--- src/rtl/alsu_pipe.sv ---
// Parametrised ALSU with a valid/ready front end, a shift-add multiplier and an LED blink on invalid ops.
// Handles one operation at a time. in_ready is high only while the block is idle.
module alsu_pipe #(
    parameter int    WIDTH          = 4,
    parameter string INPUT_PRIORITY = "A",
    parameter string FULL_ADDER     = "ON",
    parameter int    BLINK_CYCLES   = 6,
    parameter int    LED_W          = 16
) (
    input  logic                 CLK,
    input  logic                 RST_n,
    input  logic                 in_valid,
    output logic                 in_ready,
    input  logic [WIDTH-1:0]     A,
    input  logic [WIDTH-1:0]     B,
    input  logic [2:0]           opcode,
    input  logic                 cin,
    input  logic                 serial_in,
    input  logic                 direction,
    input  logic                 red_op_A,
    input  logic                 red_op_B,
    input  logic                 bypass_A,
    input  logic                 bypass_B,
    output logic [2*WIDTH-1:0]   out,
    output logic                 out_valid,
    output logic                 err,
    output logic [LED_W-1:0]     leds
);

    localparam int OUT_W   = 2 * WIDTH;
    localparam bit PRIO_B  = (INPUT_PRIORITY == "B");
    localparam bit USE_CIN = (FULL_ADDER != "OFF");

    // One counter serves both the multiplier iterations and the blink sequence.
    localparam int CNT_MAX = (WIDTH > BLINK_CYCLES) ? WIDTH : BLINK_CYCLES;
    localparam int CNT_W   = $clog2(CNT_MAX);

    localparam logic [1:0] S_IDLE  = 2'd0;
    localparam logic [1:0] S_EXEC  = 2'd1;
    localparam logic [1:0] S_MUL   = 2'd2;
    localparam logic [1:0] S_ERROR = 2'd3;

    localparam logic [2:0] OP_AND    = 3'b000;
    localparam logic [2:0] OP_XOR    = 3'b001;
    localparam logic [2:0] OP_ADD    = 3'b010;
    localparam logic [2:0] OP_MULT   = 3'b011;
    localparam logic [2:0] OP_SHIFT  = 3'b100;
    localparam logic [2:0] OP_ROTATE = 3'b101;

    logic [1:0]       r_state;
    logic [WIDTH-1:0] r_a;
    logic [WIDTH-1:0] r_b;
    logic [2:0]       r_op;
    logic             r_cin;
    logic             r_si;
    logic             r_dir;
    logic             r_redA;
    logic             r_redB;
    logic             r_bypA;
    logic             r_bypB;
    logic [CNT_W-1:0] r_cnt;
    logic [OUT_W-1:0] r_prod;
    logic [OUT_W-1:0] r_mcand;

    logic             w_isBypass;
    logic             w_isInvalid;
    logic             w_carry;
    logic [WIDTH:0]   w_sum;
    logic [WIDTH-1:0] w_redOperand;
    logic [WIDTH-1:0] w_bypOperand;
    logic [OUT_W-1:0] w_addend;
    logic [OUT_W-1:0] w_prodNext;
    logic [OUT_W-1:0] w_execResult;

    assign in_ready = (r_state == S_IDLE);

    // Decode is evaluated on the raw inputs so the next state is known at the accept edge.
    assign w_isBypass  = bypass_A | bypass_B;
    assign w_isInvalid = (opcode[2:1] == 2'b11) ||
                         ((red_op_A | red_op_B) && (opcode[2:1] != 2'b00));

    assign w_carry      = USE_CIN ? r_cin : 1'b0;
    assign w_sum        = {1'b0, r_a} + {1'b0, r_b} + {{WIDTH{1'b0}}, w_carry};
    assign w_redOperand = (r_redA && r_redB) ? (PRIO_B ? r_b : r_a) : (r_redA ? r_a : r_b);
    assign w_bypOperand = (r_bypA && r_bypB) ? (PRIO_B ? r_b : r_a) : (r_bypA ? r_a : r_b);

    // Multiplier consumes the LSB of the shifting multiplier against a left-shifting multiplicand.
    assign w_addend   = r_b[0] ? r_mcand : '0;
    assign w_prodNext = r_prod + w_addend;

    always_comb begin
        w_execResult = '0;
        if (r_bypA || r_bypB) begin
            w_execResult = {{WIDTH{1'b0}}, w_bypOperand};
        end else begin
            case (r_op)
                OP_AND: begin
                    if (r_redA || r_redB)
                        w_execResult = {{(OUT_W-1){1'b0}}, &w_redOperand};
                    else
                        w_execResult = {{WIDTH{1'b0}}, r_a & r_b};
                end
                OP_XOR: begin
                    if (r_redA || r_redB)
                        w_execResult = {{(OUT_W-1){1'b0}}, ^w_redOperand};
                    else
                        w_execResult = {{WIDTH{1'b0}}, r_a ^ r_b};
                end
                OP_ADD: begin
                    w_execResult = {{(WIDTH-1){1'b0}}, w_sum};
                end
                OP_SHIFT: begin
                    if (r_dir)
                        w_execResult = {out[OUT_W-2:0], r_si};
                    else
                        w_execResult = {r_si, out[OUT_W-1:1]};
                end
                OP_ROTATE: begin
                    if (r_dir)
                        w_execResult = {out[OUT_W-2:0], out[OUT_W-1]};
                    else
                        w_execResult = {out[0], out[OUT_W-1:1]};
                end
                default: begin
                    w_execResult = out;
                end
            endcase
        end
    end

    always_ff @(posedge CLK or negedge RST_n) begin
        if (!RST_n) begin
            r_state   <= S_IDLE;
            r_a       <= '0;
            r_b       <= '0;
            r_op      <= '0;
            r_cin     <= 1'b0;
            r_si      <= 1'b0;
            r_dir     <= 1'b0;
            r_redA    <= 1'b0;
            r_redB    <= 1'b0;
            r_bypA    <= 1'b0;
            r_bypB    <= 1'b0;
            r_cnt     <= '0;
            r_prod    <= '0;
            r_mcand   <= '0;
            out       <= '0;
            out_valid <= 1'b0;
            err       <= 1'b0;
            leds      <= '0;
        end else begin
            out_valid <= 1'b0;
            case (r_state)
                S_IDLE: begin
                    if (in_valid) begin
                        r_a    <= A;
                        r_b    <= B;
                        r_op   <= opcode;
                        r_cin  <= cin;
                        r_si   <= serial_in;
                        r_dir  <= direction;
                        r_redA <= red_op_A;
                        r_redB <= red_op_B;
                        r_bypA <= bypass_A;
                        r_bypB <= bypass_B;
                        r_cnt  <= '0;
                        if (w_isBypass) begin
                            r_state <= S_EXEC;
                        end else if (w_isInvalid) begin
                            r_state <= S_ERROR;
                            out     <= '0;
                            leds    <= '1;
                            err     <= 1'b1;
                        end else if (opcode == OP_MULT) begin
                            r_state <= S_MUL;
                            r_prod  <= '0;
                            r_mcand <= {{WIDTH{1'b0}}, A};
                        end else begin
                            r_state <= S_EXEC;
                        end
                    end
                end
                S_EXEC: begin
                    out       <= w_execResult;
                    out_valid <= 1'b1;
                    r_state   <= S_IDLE;
                end
                S_MUL: begin
                    r_prod  <= w_prodNext;
                    r_mcand <= r_mcand << 1;
                    r_b     <= r_b >> 1;
                    r_cnt   <= r_cnt + CNT_W'(1);
                    if (r_cnt == CNT_W'(WIDTH - 1)) begin
                        out       <= w_prodNext;
                        out_valid <= 1'b1;
                        r_state   <= S_IDLE;
                    end
                end
                S_ERROR: begin
                    if (r_cnt == CNT_W'(BLINK_CYCLES - 1)) begin
                        leds    <= '0;
                        err     <= 1'b0;
                        r_state <= S_IDLE;
                    end else begin
                        leds  <= ~leds;
                        r_cnt <= r_cnt + CNT_W'(1);
                    end
                end
                default: begin
                    r_state <= S_IDLE;
                end
            endcase
        end
    end

endmodule

--- config.mk ---
export PLATFORM = sky130hd
export DESIGN_NAME = alsu_pipe
export DESIGN_NICKNAME = d
export VERILOG_FILES = /design/src/rtl/alsu_pipe.sv
export SDC_FILE = /design/constraint.sdc
export NUM_CORES = 1
export LEC_CHECK = 0
export ABC_AREA = 1
export BUFFER_PORTS_ARGS = -buffer_cell sky130_fd_sc_hd__buf_2
export CAP_MARGIN = 10
export CELL_PAD_IN_SITES_DETAIL_PLACEMENT = 0
export CELL_PAD_IN_SITES_GLOBAL_PLACEMENT = 1
export CORE_AREA = 5 5 107 99
export CTS_CLUSTER_DIAMETER = 200
export DETAILED_ROUTE_END_ITERATION = 10
export DIE_AREA = 0 0 112 104
export PLACE_DENSITY = 0.84
export SETUP_SLACK_MARGIN = 0.05
export SLEW_MARGIN = 30
export SYNTH_ARGS = -nofsm -noshare
export SYNTH_HDL_FRONTEND = slang
export SYNTH_SLANG_ARGS = --single-unit
--- constraint.sdc ---
create_clock -name CLK -period 2.6 [get_ports CLK]
set_input_delay 0.52 -clock CLK [delete_from_list [all_inputs] [get_ports CLK]]
set_output_delay 0.52 -clock CLK [all_outputs]
set_load 0.01 [all_outputs]
; Yosys cells after proc, flatten, opt, wreduce, memory -nomap -nowiden
; Index checks and enable logic that the tools add are counted.
; Widths: inputs -> output; s select.
[word_totals]
register_bits = 65
n_memories = 0
out_inout_bits = 27
wordCells = 120
romBits = 0
ramBits = 0
latchBits = 0
input_bits = 21
[classes]
n_mux = 50
n_eq_ne = 20
n_reduce_logical = 23
n_shift = 0
bitwise = 5
div_mod_pow = 0
addsub = 4
n_lt_le_gt_ge = 0
mul = 0
[ops]
columns = cell, n
row1 = $mux 8, 16
row2 = $mux 16, 4
row3 = $pmux 8 s5, 1
row4 = $pmux 16 s2, 1
row5 = $pmux 8 s2, 2
row6 = $mux 4, 7
row7 = $pmux 8 s3, 1
row8 = $not 16->16, 1
row9 = $mux 2, 6
row10 = $ne 2x2->1 const B, 6
row11 = $reduce_and 5->1, 2
row12 = $eq 3x2->1 const B, 3
row13 = $eq 3x3->1 const B, 3
row14 = $pmux 3 s3, 1
row15 = $add 8x8->8, 1
row16 = $pmux 2 s4, 1
row17 = $pmux 4 s2, 1
row18 = $reduce_and 4->1, 2
row19 = $ne 7x2->1 const B, 1
row20 = $eq 2x2->1 const B, 3
row21 = $mux 3, 2
row22 = $reduce_and 3->1, 2
row23 = $reduce_and 6->1, 1
row24 = $reduce_bool 2->1, 3
row25 = other kinds (18), 31

; Longest topological paths before layout
; Gate-level depths: netlist (run 1).
[logic_depth]
depth_word = 7
mapped_depth = 15
depth_no_buf = 14

; Least setup slack after synthesis (run 1)
; Ideal clock, no wire load.
[synth_timing]
path_type = register to register
startpoint = reg r_a[0]
endpoint = reg out[2]
setup_time_ns = 0.116
t_arrival_ns = 1.774
synth_period_minus_slack_ns = 1.891
slack_ns = 0.709
stages_incl_launch_ff = 12
path_cell_list = dfrtp_1 fa_1 inv_1 fa_1 inv_1 or2_2 nand3_1 nand3_1 o21ai_0 nand2_1 nand2_1 nand2_1
[synth_between]
elab_chain_len = 5
[synth_lines]
columns = item, line_no
row1 = start: declaration, 51  ; logic [WIDTH-1:0] r_a;
row2 = start signal: assignment, 134  ; r_a <= '0;
row3 = start signal: assignment, 156  ; r_a <= A;
row4 = $add 4x4->5, 83  ; assign w_sum = {1'b0, r_a} + {1'b0, r_b} + {{WIDTH{1'b0}}, w_carry};
row5 = $add 5x1->5, 83
row6 = $pmux 8 s5, 96  ; case (r_op)
row7 = $mux 8, 93  ; if (r_bypA || r_bypB) begin
row8 = $pmux 8 s3, 153  ; case (r_state)
row9 = end signal: assignment, 184  ; out <= w_execResult;
row10 = end signal: assignment, 194  ; out <= w_prodNext;
row11 = end: declaration, 24  ; output logic [2*WIDTH-1:0] out,
; No other way between the ends.
; A chain may end at the register's enable or synchronous reset.

; Worst setup path after layout (run 1)
[layout_timing]
startpoint = reg r_b[0]
endpoint = reg out[2]
[layout_between]
elab_chain_len = 5
elab_cells_between_ends = 8
classes_between = 3 x add/sub / 5 x mux
[layout_lines]
columns = item, line_no
row1 = start: declaration, 52  ; logic [WIDTH-1:0] r_b;
row2 = start signal: assignment, 191  ; r_b <= r_b >> 1;
row3 = $add 4x4->5, 83
row4 = $add 5x1->5, 83
row5 = $pmux 8 s5, 96
row6 = $mux 8, 93
row7 = $pmux 8 s3 (*), 153
; Every way passes the cells marked *; elsewhere a longest branch is shown, timed or not. The select of a mux whose other input is x is not followed.

==> results.tsv, run 1 <==
stage	metric	value	unit
critical_path	Setup crit end kind	flop	
placement	# port buffers	47	
sta	Setup violations, final	0	
run_status	outcome	finished, final reports clean	
synth	leading post-synthesis cells by cell area	dfrtp_1 43%, nand2_1 17%, o21ai_0 7.8%	
pwr	Leakage	2.34	nW
synth	Post-Syn Nets	552	
clock_tree	Post-CTS Resized	0	
clock_tree	Clock transition at path regs	0.08	ns
cells_and_area	nets	601	
pwr	Int Pwr	2.57	mW
critical_path	CP max stage delay	0.51	ns
cells_and_area	antenna cells	0	
drt	Pre-antenna DRT Iters	4	
cells_and_area	Filler cells	975	
pwr	sequential share of power	0.359	
sta	Tmin final	2.09	ns
clock_tree	cts hold-fix bufs	0	
sta	Final period util	0.803	
global_route	largest net degree at the start of global routing	66	
sta	Setup TNS Final	0	ns
critical_path	CP most frequent cell	nand2_1	
pwr	maximum VDD drop	0.493	mV
global_route	global-route wire length before repair	16.0	mm
floorplan	Row Count	34	
synth	Synth area leader	dfrtp_1	
placement	pre-CTS setup slack	0.496	ns
cells_and_area	most common cell after layout, fill and taps aside	nand2_1	
critical_path	CP required	2.85	ns
placement	post-detail-place hpwl	7.09	mm
floorplan	# IOs	48	
global_route	all-layer global routing usage	0.168	
pwr	power per cell area	1070	nW/µm²
clock_tree	Longest Clk Path Bufs	2	
pwr	combinational power share	0.444	
floorplan	die footprint	11600	µm²
sta	Rel. slew slack	0.748	
sta	max-slew violation count	0	
synth	Syn Std Cell Area	3800	µm²
floorplan	initial core utilization	0.404	
synth	warning count from the yosys run	0	
sta	achievable frequency	479	MHz
critical_path	worst-path cell chain	fa_1 -> inv_1 -> fa_1 -> inv_1 -> or2_2 -> nand3_1 -> nand3_1 -> o21ai_0 -> nand2_1 -> nand2_1 -> nand2_1	
job	Max Cap Viol	0	
synth	post-synth top area share	0.428	
pwr	Clock power frac	0.197	
clock_tree	clock buffer count from CTS	9	
cells_and_area	share of cells above drive strength 1	0.148	
clock_tree	Root Driver	clkbuf_8	
synth	register bit total from synthesis	65	
synth	Synth cell types	33	
drt	final WL	9.38	mm
clock_tree	clock sinks	65	
drt	DR DRC count	0	
sta	Clock Skew	0.0132	ns
critical_path	CP startpoint kind	flop	
pwr	sw power	2.14	mW
global_route	global route total overflow	0	
cells_and_area	Layout area overhead	15.4	%
critical_path	CP top delay family	adder cells	
sta	endpoints failing hold	0	
sta	RSZ-0062 raised after global routing	false	
synth	Seq/Total Area, Yosys	0.428	
critical_path	Arrival @ worst endpoint	2.34	ns
global_route	antenna violations before repair	0	
cells_and_area	highest-count cells in the layout ignoring fill and taps	171 x nand2_1, 65 x dfrtp_1, 59 x o21ai_0, 53 x inv_1, 47 x buf_2	
sta	Worst Setup Slack, final	0.511	ns
drt	total number of vias	3342	
clock_tree	clock latency on the worst-skew pair	0.36	ns
clock_tree	Post-CTS Setup Bufs	0	
floorplan	Die Wd	112	µm
critical_path	Buf+Inv Stages, Crit Path	2	
floorplan	Die Y	104	µm
pwr	switching share of power	0.454	
global_route	vias in the first global route	3285	
floorplan	core area	9400	µm²
critical_path	Setup CP Type	reg -> reg	
sta	Worst-Margin Slew	0.379	ns
hold_path	Worst Hold Class	in -> async	
drt	wire per inst	13.6	µm
drt	DRT antenna net count	0	
drt	Iteration-0 DRC Markers	210	
drt	Vias/cell	4.86	
placement	gp weighted congestion	0.873	
clock_tree	H-tree levels	3	
critical_path	slowest CP cell	dfrtp_1	
synth	synthesized netlist cell count	508	
critical_path	crit-path max FO	11	
clock_tree	TritonCTS clock tree	yes	
synth	Mean Syn Cell Area	7.48	µm²
-- cell type report --
type | instances | area (µm²) | share of cell area
Multi-Input combinational cell | 372 | 1890 | 0.432
Sequential cell | 65 | 1630 | 0.371
Timing Repair Buffer | 52 | 285 | 0.0650
Inverter | 57 | 214 | 0.0488
Tap cell | 126 | 158 | 0.0359
Clock buffer | 9 | 124 | 0.0282
Clock inverter | 7 | 83.8 | 0.0191
-- cell families (layout without fill, tap and decap cells) --
family,after synthesis,count (layout),synth area share
AO/OA/AOI/OAI,103,103,0.146
XOR/XNOR,1,1,0.00230
adder cells (fa/ha/maj),23,23,0.0816
buffers and inverters,71,125,0.0737
flip-flops,65,65,0.428
multiplexers,1,1,0.00263
AND/OR/NAND/NOR,244,244,0.265
-- per-stage QoR --
step,instance area (µm²),hold slack (ns),power [mW],util,instances
final,4390,0.160,4.71,0.466,688
after global routing,4390,0.183,5.16,0.466,688
after CTS,4390,0.179,4.75,0.466,688
after detailed placement,4180,0.463,3.81,0.444,672
after global placement,4180,0.459,3.74,0.444,672
after floorplan,3800,0.224,3.13,-,508
-- state kept, by name (all words and copies together), names as in the netlist, 2 cells and up --
register and flops:
r_cnt 3, r_prod 8, r_state 2, r_op 3, out 8, r_b 4
leds 16, r_mcand 8, r_a 4
-- cells in the mapped netlist (all sizes together) --
| library cell | instances |
|---|---|
| a21o | 1 |
| a21oi | 16 |
| a221oi | 1 |
| a22o | 1 |
| buf | 9 |
| clkbuf | 5 |
| clkinv | 1 |
| dfrtp | 65 |
| fa | 3 |
| ha | 20 |
| inv | 56 |
| mux2i | 1 |
| nand2 | 174 |
| nand2b | 2 |
| nand3 | 20 |
| nand3b | 1 |
| nand4 | 4 |
| nor2 | 35 |
| nor3 | 3 |
| o211ai | 8 |
| o21ai | 73 |
| o22ai | 3 |
| or2 | 5 |
| xnor2 | 1 |
-- per-layer routing --
metal,part of all wire,wire [µm],track usage,vias to the layer above
met4,0.0091,85,0.0421,0
met5,0,0,0,-
met3,0.056,522,0.0454,7
met1,0.50,4640,0.238,1529
li1,-,-,-,1735
met2,0.44,4120,0.255,71
-- worst reg2reg max path, stage by stage (launching register included) --
cell     delay, ns
dfrtp_1       0.51
fa_1          0.45
inv_1         0.08
fa_1          0.17
inv_1         0.05
or2_2         0.26
nand3_1       0.08
nand3_1       0.07
o21ai_0       0.17
nand2_1       0.07
nand2_1       0.06
nand2_1       0.04
-- worst paths after layout --
kind	start	endpoint	slack, ns	cells past startpoint
worst max-delay path	r_b[0]	out[2]	0.51	11
worst min-delay path	RST_n	r_dir	0.16	2
worst max register to register	r_b[0]	out[2]	0.51	11
worst min register to register	leds[12]	leds[12]	0.47	1
max in group asynchronous	RST_n	r_state[0]	2.13	2
min in group CLK	cin	r_cin	0.36	3
-- power groups by stage --
stage               clock network (mW)  logic, mW  registers (mW)
floorplan                            0       1.48            1.65
global placement                     0       2.05            1.69
detailed placement                   0       2.10            1.70
CTS                              0.953       2.11            1.69
global route                     0.999       2.41            1.75
finish                           0.927       2.09            1.69
Note: power is estimated with default switching activity, not from simulation.
==> inputs of run 2 (changes only) <==
- CORE_AREA: 5 5 107 99 -> 5 5 112 103
- DIE_AREA: 0 0 112 104 -> 0 0 117 108
- PLACE_DENSITY: 0.84 -> 0.81
- clock period: 2.6 -> 1.7 ns (I/O delays scaled with it)
==> results.tsv, run 2 (synthesis gave the netlist of run 1 again) <==
stage	metric	value	unit	change
global_route	largest net degree at the start of global routing	66		unchanged
sta	Setup TNS Final	-0.702	ns	was 0 ns
cells_and_area	most common cell after layout, fill and taps aside	nand2_1		unchanged
clock_tree	cts hold-fix bufs	0		unchanged
pwr	sequential share of power	0.290		was 0.359
sta	RSZ-0062 raised after global routing	true		was false
clock_tree	clock buffer count from CTS	9		unchanged
hold_path	Worst Hold Class	in -> async		unchanged
drt	Iteration-0 DRC Markers	151		was 210
pwr	maximum VDD drop	0.956	mV	was 0.493 mV
clock_tree	Clock transition at path regs	0.06	ns	was 0.08 ns
cells_and_area	nets	633		was 601
critical_path	Arrival @ worst endpoint	2.08	ns	was 2.34 ns
critical_path	worst reg2reg startpoint	r_b[0]		unchanged
floorplan	Row Count	35		was 34
drt	final WL	10.4	mm	was 9.38 mm
run_status	outcome	finished, violations left		was finished, final reports clean
cells_and_area	share of cells above drive strength 1	0.315		was 0.148
pwr	Int Pwr	5.19	mW	was 2.57 mW
cells_and_area	Biggest register	leds		unchanged
critical_path	CP top delay family	adder cells		unchanged
drt	Vias/cell	4.92		was 4.86
drt	DRT antenna net count	0		unchanged
placement	# port buffers	47		unchanged
sta	hold_ws	-0.00439	ns	was 0.160 ns
placement	pre-CTS setup slack	-0.178	ns	was 0.496 ns
critical_path	CP required	1.93	ns	was 2.85 ns
critical_path	crit-path max FO	4		was 11
job	Max Cap Viol	0		unchanged
clock_tree	Longest Clk Path Bufs	2		unchanged
cells_and_area	Largest register FFs	16		unchanged
drt	DR DRC count	0		unchanged
cells_and_area	highest-count cells in the layout ignoring fill and taps	158 x nand2_1, 64 x dfrtp_1, 47 x buf_2, 41 x o21ai_0, 39 x inv_1		was 171 x nand2_1, 65 x dfrtp_1, 59 x o21ai_0, 53 x inv_1, 47 x buf_2
clock_tree	Root Driver	clkbuf_16		was clkbuf_8
sta	endpoints failing hold	2		was 0
global_route	antenna violations before repair	0		unchanged
floorplan	Die Y	108	µm	was 104 µm
sta	Final period util	1.09		was 0.803
global_route	global route total overflow	0		unchanged
cells_and_area	Layout area overhead	35.0	%	was 15.4%
floorplan	# IOs	48		unchanged
run_status	failing checks	hold timing, setup timing		
sta	Worst-Margin Slew	0.366	ns	was 0.379 ns
critical_path	flop2flop setup slack	-0.15	ns	was 0.51 ns
sta	Tmin final	1.85	ns	was 2.09 ns
global_route	global-route wire length before repair	16.6	mm	was 16.0 mm
critical_path	CP max stage delay	0.44	ns	was 0.51 ns
critical_path	CP most frequent cell	nand2_1		unchanged
global_route	all-layer global routing usage	0.167		was 0.168
floorplan	core area	10200	µm²	was 9400 µm²
critical_path	Setup CP Type	reg -> reg		unchanged
critical_path	CP startpoint kind	flop		unchanged
clock_tree	H-tree levels	3		unchanged
pwr	sw power	3.72	mW	was 2.14 mW
critical_path	end of the worst register-to-register path	out[2]		unchanged
clock_tree	clock latency on the worst-skew pair	0.34	ns	was 0.36 ns
sta	achievable frequency	540	MHz	was 479 MHz
pwr	power per cell area	1740	nW/µm²	was 1070 nW/µm²
cells_and_area	antenna cells	0		unchanged
clock_tree	TritonCTS clock tree	yes		unchanged
sta	Setup violations, final	8		was 0
critical_path	slowest CP cell	dfrtp_2		was dfrtp_1
drt	wire per inst	14.4	µm	was 13.6 µm
sta	Rel. slew slack	0.756		was 0.748
critical_path	FF-to-FF path depth	11		unchanged
sta	max-slew violation count	0		unchanged
drt	total number of vias	3559		was 3342
placement	post-detail-place hpwl	7.51	mm	was 7.09 mm
pwr	Clock power frac	0.235		was 0.197
pwr	combinational power share	0.476		was 0.444
sta	Worst Setup Slack, final	-0.151	ns	was 0.511 ns
pwr	Leakage	2.64	nW	was 2.34 nW
sta	Clock Skew	0.0113	ns	was 0.0132 ns
critical_path	Setup crit end kind	flop		unchanged
floorplan	Die Wd	117	µm	was 112 µm
drt	Pre-antenna DRT Iters	4		unchanged
critical_path	Buf+Inv Stages, Crit Path	2		unchanged
placement	gp weighted congestion	0.883		was 0.873
clock_tree	clock sinks	65		unchanged
floorplan	initial core utilization	0.374		was 0.404
floorplan	die footprint	12600	µm²	was 11600 µm²
pwr	switching share of power	0.418		was 0.454
critical_path	worst-path cell chain	fa_2 -> inv_2 -> fa_2 -> inv_2 -> or2_4 -> nand3_2 -> nand3_2 -> o21ai_2 -> nand2_1 -> nand2_1 -> nand2_1		was fa_1 -> inv_1 -> fa_1 -> inv_1 -> or2_2 -> nand3_1 -> nand3_1 -> o21ai_0 -> nand2_1 -> nand2_1 -> nand2_1
global_route	vias in the first global route	3468		was 3285
-- run 2: cell types whose count changed in the layout (fill, tap and decap cells not counted), sizes merged --
cell / before / now
clkbuf: 9 / 10
bufinv: 1 / 2
inv: 61 / 59
clkinvlp: 1 / 0
clkinv: 1 / 2
nand2: 174 / 176
buf: 52 / 82
-- run 2: worst max path at each step --
stage | start | end | slack (ns) | depth (start not counted)
2_1_floorplan | r_b[0] | out[4] | -0.06 | 14
3_3_place_gp | r_b[0] | out[4] | -0.15 | 12
3_5_place_dp | r_cin | out[4] | -0.18 | 12
4_1_cts | r_a[0] | out[2] | -0.14 | 11
5_1_grt | r_a[0] | out[0] | -0.26 | 14
6_report | r_b[0] | out[2] | -0.15 | 11
-- run 2: per-stage QoR --
stage	utilization	std cells	instance area, µm²	total power [mW]
2_1_floorplan	-	508	3860	4.89
3_3_place_gp	0.440	703	4470	6.27
3_5_place_dp	0.440	703	4470	6.35
4_1_cts	0.481	719	4890	8.59
5_1_grt	0.505	723	5130	9.61
6_report	0.505	723	5130	8.91
-- run 2: per-layer routing --
| layer | up-vias | GRT usage | wire length (µm) |
|---|---|---|---|
| met5 | - | 0 | 0 |
| li1 | 1811 | - | - |
| met3 | 12 | 0.0509 | 480 |
| met1 | 1663 | 0.231 | 5070 |
| met4 | 0 | 0.0328 | 113 |
| met2 | 73 | 0.260 | 4750 |
-- run 2: repair_timing --
| item | 4_1_cts | 5_1_grt |
|---|---|---|
| cloned | 0 | 2 |
| endpoints found under the setup margin | 25 | 38 |
| pin swaps | 14 | 32 |
| hold endpoints to repair | 0 | 0 |
| setup buffers | 0 | 2 |
| gates resized for setup | 24 | 68 |
-- run 2: final cells by class --
type                    count  area, µm²
multi-input cells         374       2240
repair buffers             82        551
fillers                  1008       5030
clock buffers              10        239
clock inverters             6       95.1
inverters                  57        214
well taps                 129        161
flip-flops and latches     65       1630
-- run 2: power by group through the flow --
stage          combinational (mW)  sequential (mW)  clock, mW
3_3_place_gp                 3.73             2.54          0
6_report                     4.24             2.58       2.09
3_5_place_dp                 3.79             2.56          0
4_1_cts                      3.91             2.55       2.13
2_1_floorplan                2.36             2.53          0
5_1_grt                      4.74             2.66       2.21
==> inputs of run 3 (changes only) <==
==> constraint.sdc (replaced) <==
create_clock -name CLK -period 1.7 [get_ports CLK]
set_input_delay 0.17 -clock CLK [delete_from_list [all_inputs] [get_ports CLK]]
set_output_delay 0.17 -clock CLK [all_outputs]
set_load 0.01 [all_outputs]
==> results.tsv, run 3 (synthesis gave the netlist of run 1 again) <==
stage	metric	value	unit	change
clock_tree	clock latency on the worst-skew pair	0.34	ns	about the same
floorplan	# IOs	48		unchanged
global_route	global route total overflow	0		unchanged
sta	max-slew violation count	0		unchanged
sta	Final period util	1.09		about the same
critical_path	Buf+Inv Stages, Crit Path	2		unchanged
drt	DR DRC count	0		unchanged
floorplan	Die Y	108	µm	unchanged
critical_path	crit-path max FO	4		unchanged
critical_path	CP top delay family	adder cells		unchanged
sta	Setup TNS Final	-0.713	ns	was -0.702 ns
cells_and_area	antenna cells	0		unchanged
cells_and_area	share of cells above drive strength 1	0.314		was 0.315
critical_path	CP max stage delay	0.44	ns	about the same
placement	pre-CTS setup slack	-0.178	ns	unchanged
placement	placed inst area	4470	µm²	unchanged
sta	endpoints failing hold	0		was 2
clock_tree	clock sinks	65		unchanged
floorplan	Row Count	35		unchanged
critical_path	CP most frequent cell	nand2_1		unchanged
sta	Worst Setup Slack, final	-0.152	ns	was -0.151 ns
placement	post-detail-place hpwl	7.51	mm	unchanged
cells_and_area	Layout area overhead	35.2	%	was 35.0%
drt	Iteration-0 DRC Markers	151		unchanged
sta	RSZ-0062 raised after global routing	true		unchanged
cells_and_area	Largest register FFs	16		unchanged
critical_path	CP startpoint kind	flop		unchanged
sta	Rel. slew slack	0.759		was 0.756
cells_and_area	highest-count cells in the layout ignoring fill and taps	158 x nand2_1, 64 x dfrtp_1, 47 x buf_2, 41 x o21ai_0, 39 x inv_1		unchanged
critical_path	Setup CP Type	reg -> reg		unchanged
critical_path	slowest CP cell	dfrtp_2		unchanged
cells_and_area	Filler cells	1007		was 1008
global_route	antenna violations before repair	0		unchanged
clock_tree	Root Driver	clkbuf_16		unchanged
placement	# port buffers	47		unchanged
sta	Worst-Margin Slew	0.362	ns	was 0.366 ns
global_route	largest net degree at the start of global routing	66		unchanged
sta	Setup violations, final	8		unchanged
job	Max Cap Viol	0		unchanged
pwr	power per cell area	1730	nW/µm²	was 1740 nW/µm²
clock_tree	TritonCTS clock tree	yes		unchanged
drt	wire per inst	14.4	µm	about the same
run_status	failing checks	setup timing		was hold timing, setup timing
cells_and_area	Core Util, Final	0.506		was 0.505
clock_tree	Longest Clk Path Bufs	2		unchanged
placement	gp weighted congestion	0.883		unchanged
floorplan	Die Wd	117	µm	unchanged
cells_and_area	Biggest register	leds		unchanged
critical_path	worst-path cell chain	fa_2 -> inv_2 -> fa_2 -> inv_2 -> or2_4 -> nand3_2 -> nand3_2 -> o21ai_2 -> nand2_1 -> nand2_1 -> nand2_1		unchanged
floorplan	core area	10200	µm²	unchanged
critical_path	CP required	1.93	ns	about the same
global_route	global-route wire length before repair	16.6	mm	unchanged
hold_path	Worst Hold Class	in -> reg		was in -> async
drt	Vias/cell	4.92		about the same
critical_path	Setup crit end kind	flop		unchanged
sta	Tmin final	1.85	ns	about the same
cells_and_area	most common cell after layout, fill and taps aside	nand2_1		unchanged
pwr	maximum VDD drop	0.955	mV	was 0.956 mV
drt	total number of vias	3559		unchanged
drt	DRT antenna net count	0		unchanged
pwr	Design Power	8.91	mW	about the same
clock_tree	clock buffer count from CTS	9		unchanged
run_status	outcome	finished, violations left		unchanged
drt	Pre-antenna DRT Iters	4		unchanged
cells_and_area	post-route cell area	5140	µm²	was 5130 µm²
cells_and_area	nets	634		was 633
pwr	Leakage	2.64	nW	about the same
clock_tree	Clock transition at path regs	0.06	ns	about the same
floorplan	initial core utilization	0.374		unchanged
critical_path	Arrival @ worst endpoint	2.08	ns	about the same
global_route	all-layer global routing usage	0.167		unchanged
global_route	vias in the first global route	3468		unchanged
floorplan	die footprint	12600	µm²	unchanged
drt	final WL	10.4	mm	about the same
clock_tree	H-tree levels	3		unchanged
sta	achievable frequency	540	MHz	about the same
sta	Clock Skew	0.0108	ns	was 0.0113 ns
==> run 3: worst min-delay path: stages <==
cell     delay, ns
buf_2         0.08
nand2_1       0.04
o21ai_0       0.06
==> run 3: through the flow <==
stage,instances,hold slack [ns]
after global routing,724,0.0618
final,724,0.0451
after global placement,703,0.207
after detailed placement,703,0.211
after floorplan,508,-0.126
after CTS,720,0.0359
==> run 3: cell type report <==
cell class | instances | area, µm² | area share
clock buffer | 10 | 239 | 0.0465
sequential | 65 | 1630 | 0.317
timing repair buffer | 83 | 561 | 0.109
tap | 129 | 161 | 0.0314
inverter | 57 | 214 | 0.0416
multi-input combinational | 374 | 2240 | 0.436
clock inverter | 6 | 95.1 | 0.0185
==> run 3: per-layer routing <==
metal,track usage,vias up,part of all wire
met5,0,-,0
met4,0.0328,0,0.011
met3,0.0509,12,0.047
met2,0.260,74,0.45
met1,0.231,1660,0.49
li1,-,1813,-
==> run 3: worst paths after layout <==
kind	startpoint	cells past startpoint	endpoint	slack, ns
hold / removal	serial_in	3	r_si	0.05
hold reg to reg	leds[11]	1	leds[11]	0.47
max in group asynchronous	RST_n	3	r_b[0]	1.02
min in group asynchronous	RST_n	3	r_dir	0.36
setup / recovery	r_b[0]	11	out[2]	-0.15
setup reg to reg	r_b[0]	11	out[2]	-0.15
==> run 3: power by group <==
part	total, mW	internal, mW	switching [mW]
clock	2.09	1.34	0.747
sequential	2.58	2.07	0.512
combinational	4.24	1.77	2.46
==> run 3: what timing repair did <==
action,CTS,global route
buffers inserted,0,2
pin swaps,14,32
gates resized for setup,24,68
hold buffers,1,0
endpoints found under the hold margin,65,0
setup endpoints to repair,25,38
gates cloned,0,2
